==> src/rtl/bram_pkg.sv <==
// Shared constants, word type and power-up contents for the 8x18 operand banks.
// Latency/backpressure: none; constants only.
package bram_pkg;

    localparam int BRAM_DATA_W = 18;
    localparam int BRAM_DEPTH  = 8;
    localparam int BRAM_ADDR_W = 3;

    typedef logic [BRAM_DATA_W-1:0] bram_word_t;

    // Word i sits at bits [i*18 +: 18], so the lowest address is the rightmost word.
    localparam logic [BRAM_DEPTH*BRAM_DATA_W-1:0] INIT_BANK_A = {
        18'd7005, 18'd6005, 18'd5005, 18'd4005,
        18'd3005, 18'd2005, 18'd1005, 18'd5
    };

    localparam logic [BRAM_DEPTH*BRAM_DATA_W-1:0] INIT_BANK_B = {
        18'h00080, 18'h00040, 18'h00020, 18'h00010,
        18'h00008, 18'h00004, 18'h00002, 18'h00001
    };

    localparam logic [BRAM_DEPTH*BRAM_DATA_W-1:0] INIT_BANK_C = {
        18'h3FFF8, 18'h3FFF9, 18'h3FFFA, 18'h3FFFB,
        18'h3FFFC, 18'h3FFFD, 18'h3FFFE, 18'h3FFFF
    };

endpackage

==> src/rtl/bram_sp_8x18_if.sv <==
// Single-port memory access bundle: address, enables and data in, read data out.
// No handshake; one access per enabled cycle.
interface bram_sp_8x18_if #(
    parameter int DATA_W = 18,
    parameter int ADDR_W = 3
);
    logic              ena;
    logic              wea;
    logic [ADDR_W-1:0] addra;
    logic [DATA_W-1:0] dina;
    logic [DATA_W-1:0] douta;

    modport master (
        output ena,
        output wea,
        output addra,
        output dina,
        input  douta
    );

    modport slave (
        input  ena,
        input  wea,
        input  addra,
        input  dina,
        output douta
    );
endinterface

==> src/rtl/bram_out_pipe.sv <==
// Optional extra read-data register; adds one cycle of latency, advances only when enabled.
// Asynchronously cleared by reset; no backpressure.
module bram_out_pipe #(
    parameter int DATA_W = 18
) (
    input  logic              clock_100Mhz,
    input  logic              reset,
    input  logic              i_en,
    input  logic [DATA_W-1:0] i_dat,
    output logic [DATA_W-1:0] o_dat
);

    logic [DATA_W-1:0] r_dat;

    always_ff @(posedge clock_100Mhz or posedge reset) begin
        if (reset) begin
            r_dat <= '0;
        end else if (i_en) begin
            r_dat <= i_dat;
        end
    end

    assign o_dat = r_dat;

endmodule

==> src/rtl/bram_sp_8x18.sv <==
// Single-port WRITE_FIRST block RAM; read latency 1 (2 with OUT_REG), no stall or backpressure.
// Reset clears only the output registers; the array keeps its contents.
module bram_sp_8x18
    import bram_pkg::*;
#(
    parameter int                            DATA_W    = BRAM_DATA_W,
    parameter int                            DEPTH     = BRAM_DEPTH,
    parameter int                            ADDR_W    = BRAM_ADDR_W,
    parameter logic [DEPTH*DATA_W-1:0]       INIT_DATA = '0,
    parameter bit                            OUT_REG   = 1'b0
) (
    input  logic          clock_100Mhz,
    input  logic          reset,
    bram_sp_8x18_if.slave mem_if
);

    // Flat packed array with a declaration initialiser so the tools load power-up contents.
    logic [DEPTH*DATA_W-1:0] r_mem = INIT_DATA;
    logic [DATA_W-1:0]       r_dout;
    logic [DATA_W-1:0]       w_rd_word;
    logic [DATA_W-1:0]       w_next_dout;
    logic                    w_addr_ok;
    logic                    w_wr_en;

    assign w_wr_en = mem_if.ena & mem_if.wea & ~reset;

    always_comb begin
        w_rd_word = '0;
        w_addr_ok = 1'b0;
        for (int i = 0; i < DEPTH; i++) begin
            if (mem_if.addra == i[ADDR_W-1:0]) begin
                w_rd_word = r_mem[i*DATA_W +: DATA_W];
                w_addr_ok = 1'b1;
            end
        end
    end

    always_ff @(posedge clock_100Mhz) begin
        for (int i = 0; i < DEPTH; i++) begin
            if (w_wr_en && mem_if.addra == i[ADDR_W-1:0]) begin
                r_mem[i*DATA_W +: DATA_W] <= mem_if.dina;
            end
        end
    end

    // WRITE_FIRST: a write presents its own data; out-of-range addresses read as zero.
    always_comb begin
        w_next_dout = '0;
        if (w_addr_ok) begin
            w_next_dout = mem_if.wea ? mem_if.dina : w_rd_word;
        end
    end

    always_ff @(posedge clock_100Mhz or posedge reset) begin
        if (reset) begin
            r_dout <= '0;
        end else if (mem_if.ena) begin
            r_dout <= w_next_dout;
        end
    end

    generate
        if (OUT_REG) begin : g_out_reg
            bram_out_pipe #(
                .DATA_W (DATA_W)
            ) u_out_pipe (
                .clock_100Mhz (clock_100Mhz),
                .reset        (reset),
                .i_en         (mem_if.ena),
                .i_dat        (r_dout),
                .o_dat        (mem_if.douta)
            );
        end else begin : g_no_out_reg
            assign mem_if.douta = r_dout;
        end
    endgenerate

endmodule

==> src/flat_wrapper.sv <==
// flat-port wrapper written by rule: the top's interface ports become plain ports
module bram_sp_8x18_flat import bram_pkg::*;
#(
    parameter int                            DATA_W    = BRAM_DATA_W,
    parameter int                            DEPTH     = BRAM_DEPTH,
    parameter int                            ADDR_W    = BRAM_ADDR_W,
    parameter logic [DEPTH*DATA_W-1:0]       INIT_DATA = '0,
    parameter bit                            OUT_REG   = 1'b0
)
  (clock_100Mhz, reset, mem_if_ena, mem_if_wea, mem_if_addra, mem_if_dina, mem_if_douta);
  bram_sp_8x18_if #(.DATA_W(DATA_W), .ADDR_W(ADDR_W)) mem_if_i ();
  input  logic clock_100Mhz;
  input  logic reset;
  input wire logic [$bits(mem_if_i.ena)-1:0] mem_if_ena;
  input wire logic [$bits(mem_if_i.wea)-1:0] mem_if_wea;
  input wire logic [$bits(mem_if_i.addra)-1:0] mem_if_addra;
  input wire logic [$bits(mem_if_i.dina)-1:0] mem_if_dina;
  output wire logic [$bits(mem_if_i.douta)-1:0] mem_if_douta;
  assign mem_if_i.ena = mem_if_ena;
  assign mem_if_i.wea = mem_if_wea;
  assign mem_if_i.addra = mem_if_addra;
  assign mem_if_i.dina = mem_if_dina;
  assign mem_if_douta = mem_if_i.douta;
  bram_sp_8x18 #(.DATA_W(DATA_W), .DEPTH(DEPTH), .ADDR_W(ADDR_W), .INIT_DATA(INIT_DATA), .OUT_REG(OUT_REG)) u_core (.clock_100Mhz(clock_100Mhz), .reset(reset), .mem_if(mem_if_i));
endmodule
==> config.mk <==
export PLATFORM = sky130hd
export DESIGN_NAME = bram_sp_8x18_flat
export DESIGN_NICKNAME = d
export VERILOG_FILES = /design/src/rtl/bram_pkg.sv /design/src/rtl/bram_sp_8x18_if.sv /design/src/rtl/bram_out_pipe.sv /design/src/rtl/bram_sp_8x18.sv /design/src/flat_wrapper.sv
export SDC_FILE = /design/constraint.sdc
export NUM_CORES = 1
export LEC_CHECK = 0
export BUFFER_PORTS_ARGS = -buffer_cell sky130_fd_sc_hd__buf_2
export CORE_ASPECT_RATIO = 1.75
export CORE_MARGIN = 2
export CORE_UTILIZATION = 48
export CTS_BUF_LIST = sky130_fd_sc_hd__clkbuf_4 sky130_fd_sc_hd__clkbuf_8
export CTS_CLUSTER_SIZE = 24
export DETAILED_ROUTE_END_ITERATION = 6
export PLACE_DENSITY = 0.66
export SYNTH_ARGS = -nofsm -noshare
export SYNTH_HDL_FRONTEND = slang
export SYNTH_SLANG_ARGS = --single-unit
==> constraint.sdc <==
create_clock -name clock_100Mhz -period 2.2 [get_ports clock_100Mhz]
set_input_delay 0.11 -clock clock_100Mhz [delete_from_list [all_inputs] [get_ports clock_100Mhz]]
set_output_delay 0.11 -clock clock_100Mhz [all_outputs]
set_load 0.01 [all_outputs]
==> results.md <==
* Tmin final at 1944 ps
* Area growth syn-to-layout at 16.04%
* Core area at 13380 µm²
* Clock Skews at 9.152 ps
* Post-synthesis sequential area ratio at 72.70%
* PwrDens at 785.2 nW/µm²
* Post-route DRC at 0
* Worst Setup Path Type: input pin to flop
* Clock Tree Buf Depth at 2
* H-tree depth at 4
* Clock-pin slew on the worst setup and hold paths at 80 ps
* Hold Vio Cnt, Final at 0
* Layout cells sized above 1 at 25.83%
* Worst-Margin Slew at 1083 ps
* Vias in the first global route at 4180
* Outcome: finished clean
* Area share of the largest cell type after synthesis at 65.84%
* Tot Pwr at 5984 µW
* Detailed Routing Iterations Pass 1 at 5
* Crit share post-route at 88.37%
* Syn Nets at 444
* GRT Total Usage at 21.62%
* Die ar. at 14670 µm²
* Final setup vio count at 0
* Detail Route Antenna Nets at 0
* Routed WL per cell at 21.85 µm
* Arrival time of the worst setup path at 2000 ps
* IO Count at 43
* TritonCTS clock tree: done
* Max_cap viols at 0
* Dpl cell area at 7072 µm²
* Fmax at 514.4 MHz
* Via density at 5.810
* Die Wd at 92.42 µm
* Initial antenna violation count at 0
* Area of the multi-input gates at 1629 µm²
* Remaining Overflow, GRT at 0
* Setup crit start kind: input pin
* RSZ-0062 raised after global routing: no
* Filler cells at 1076
* Die span in y at 158.7 µm
* Reg area at 4775 µm²
* Synth cell types at 39
* Top cells by area, synth: edfxtp_1 66%, dfrtp_1 6.9%, mux2i_1 4.7%
* Initial drt markers at 239
* Worst-Skew Late Latency at 440 ps
* Int Pwr at 4616 µW
* First-pass GRT wire length at 23.35 mm
* Setup TNS Final at 0 ps
* Avg Inst Size Synth at 15.67 µm²
* Rows at 56
* DRT Wirelength at 14.97 mm
* Buffers on Ports at 42
* Max VDD drop at 0.0004150 V
* Setup Buffers After CTS at 0
* Placer Congestion at 0.8024
* Mapped Cells at 419
* Most common cell after layout, fill and taps aside: edfxtp_1
* Synth area leader: edfxtp_1
* Pleak at 0.002709 µW
* Max-slew headroom at 27.70%
* Post-CTS sizing at 0
* Crit path capture type: flop
* Post-DP HPWL at 9.463 mm
* Net Sw Frac at 22.86%
* CP Max Fanout at 18
* Most frequent cells in the layout: 144 x edfxtp_1, 42 x buf_2, 39 x a21oi_1
* Starting Density at 49.07%
* Antenna diodes at 0
* Synth Warn # at 0
* TritonCTS buffer count at 17
* Clock share of power at 33.6%
* Worst path required time at 2250 ps
* Syn Std Cell Area at 6568 µm²
* Min-delay worst type: input pin to flop
* CTS Hold Buffers Added at 18
* Vias at 3980
* Clock root cell: clkbuf_8
* Logic gate share of total power at 8.6%
* Slew Viols, Final at 0
* Post-route cell area at 7621 µm²
* Num Clock Sinks at 162
* Largest net degree at the start of global routing at 68
* Psw at 1368 µW
* FF+latch count, synth at 162
* Fin nets at 523
* Sequential share of power at 57.8%
[cell families after synthesis]
| kind of cell | count (synthesis) | share of synthesized area (%) |
|---|---|---|
| compound gates | 119 | 12.29 |
| buf+inv | 29 | 2.800 |
| flops | 162 | 72.70 |
| mux | 46 | 7.297 |
| simple gates | 63 | 4.915 |
[layer usage]
metal | wire length [µm] | vias to the layer above | track usage, %
met2 | 8002 | 145 | 37.09
met5 | 0 | - | 0
met4 | 456 | 0 | 9.837
li1 | - | 1807 | -
met3 | 698 | 32 | 4.412
met1 | 5808 | 1996 | 25.87
[cell type report]
class	count	share of cell area [%]
clock buffers	23	3.743
clock inverters	9	1.100
inverters	4	0.1970
multi-input cells	228	21.38
flip-flops and latches	162	62.65
well taps	174	2.857
repair buffers	85	8.077
[cell usage after synthesis, drive strengths merged]
cell type and instances:
nand3 3, o22ai 31, and3 5, nor3 1, a21boi 1, a2bb2oi 10, nor2b 3, nand2 8
a22oi 5, mux2 15, buf 19, a21oi 39, dfrtp 18, o211ai 1, inv 4, o21ai 7
a21o 10, a211oi 2, clkbuf 6, o2bb2ai 3, or3 2, edfxtp 144, nand2b 18, a221o 1
mux2i 31, a221oi 8, or2 1, o32a 1, nor2 21, nand3b 1
[critical path, stage by stage]
cell,delay (ps)
dlygate4sd3_1,530
buf_2,140
or3_1,380
nor2_2,830
[sequential cells by signal, summed over array words and instances, names as in the netlist]
name and cells:
u_core.mem_if.douta 18, u_core.r_mem 144
[path summary, 6_finish.rpt]
| check | from | endpoint | slack [ps] | cells past startpoint |
|---|---|---|---|---|
| hold reg to reg | u_core.mem_if.douta[4] | u_core.mem_if.douta[4] | 540 | 2 |
| min in group asynchronous | reset | u_core.mem_if.douta[12] | 440 | 3 |
| setup / recovery | reset | u_core.r_mem[25] | 260 | 4 |
| max in group asynchronous | reset | u_core.mem_if.douta[3] | 1190 | 3 |
| setup reg to reg | u_core.r_mem[106] | u_core.mem_if.douta[16] | 930 | 4 |
| hold / removal | mem_if_dina[16] | u_core.r_mem[52] | 40 | 1 |
[power groups by stage]
stage | Clock [µW] | Combinational (µW) | Sequential [µW]
after floorplan | 0 | 274 | 3540
after global placement | 0 | 483 | 3520
after detailed placement | 0 | 493 | 3530
after CTS | 2050 | 518 | 3460
after global routing | 2160 | 561 | 3460
final | 2010 | 514 | 3460
[metrics by stage]
step / hold slack [ps] / instances / utilization (%) / worst slack (ps)
after floorplan: 48.57 / 419 / - / 177.0
after global placement: 370.2 / 635 / 52.84 / 289.9
after detailed placement: 383.0 / 635 / 52.84 / 237.4
after CTS: 10.54 / 685 / 56.95 / 237.1
after global routing: 16.33 / 685 / 56.95 / 181.7
final: 40.55 / 685 / 56.95 / 255.8
(Power assumes the default switching activity.)
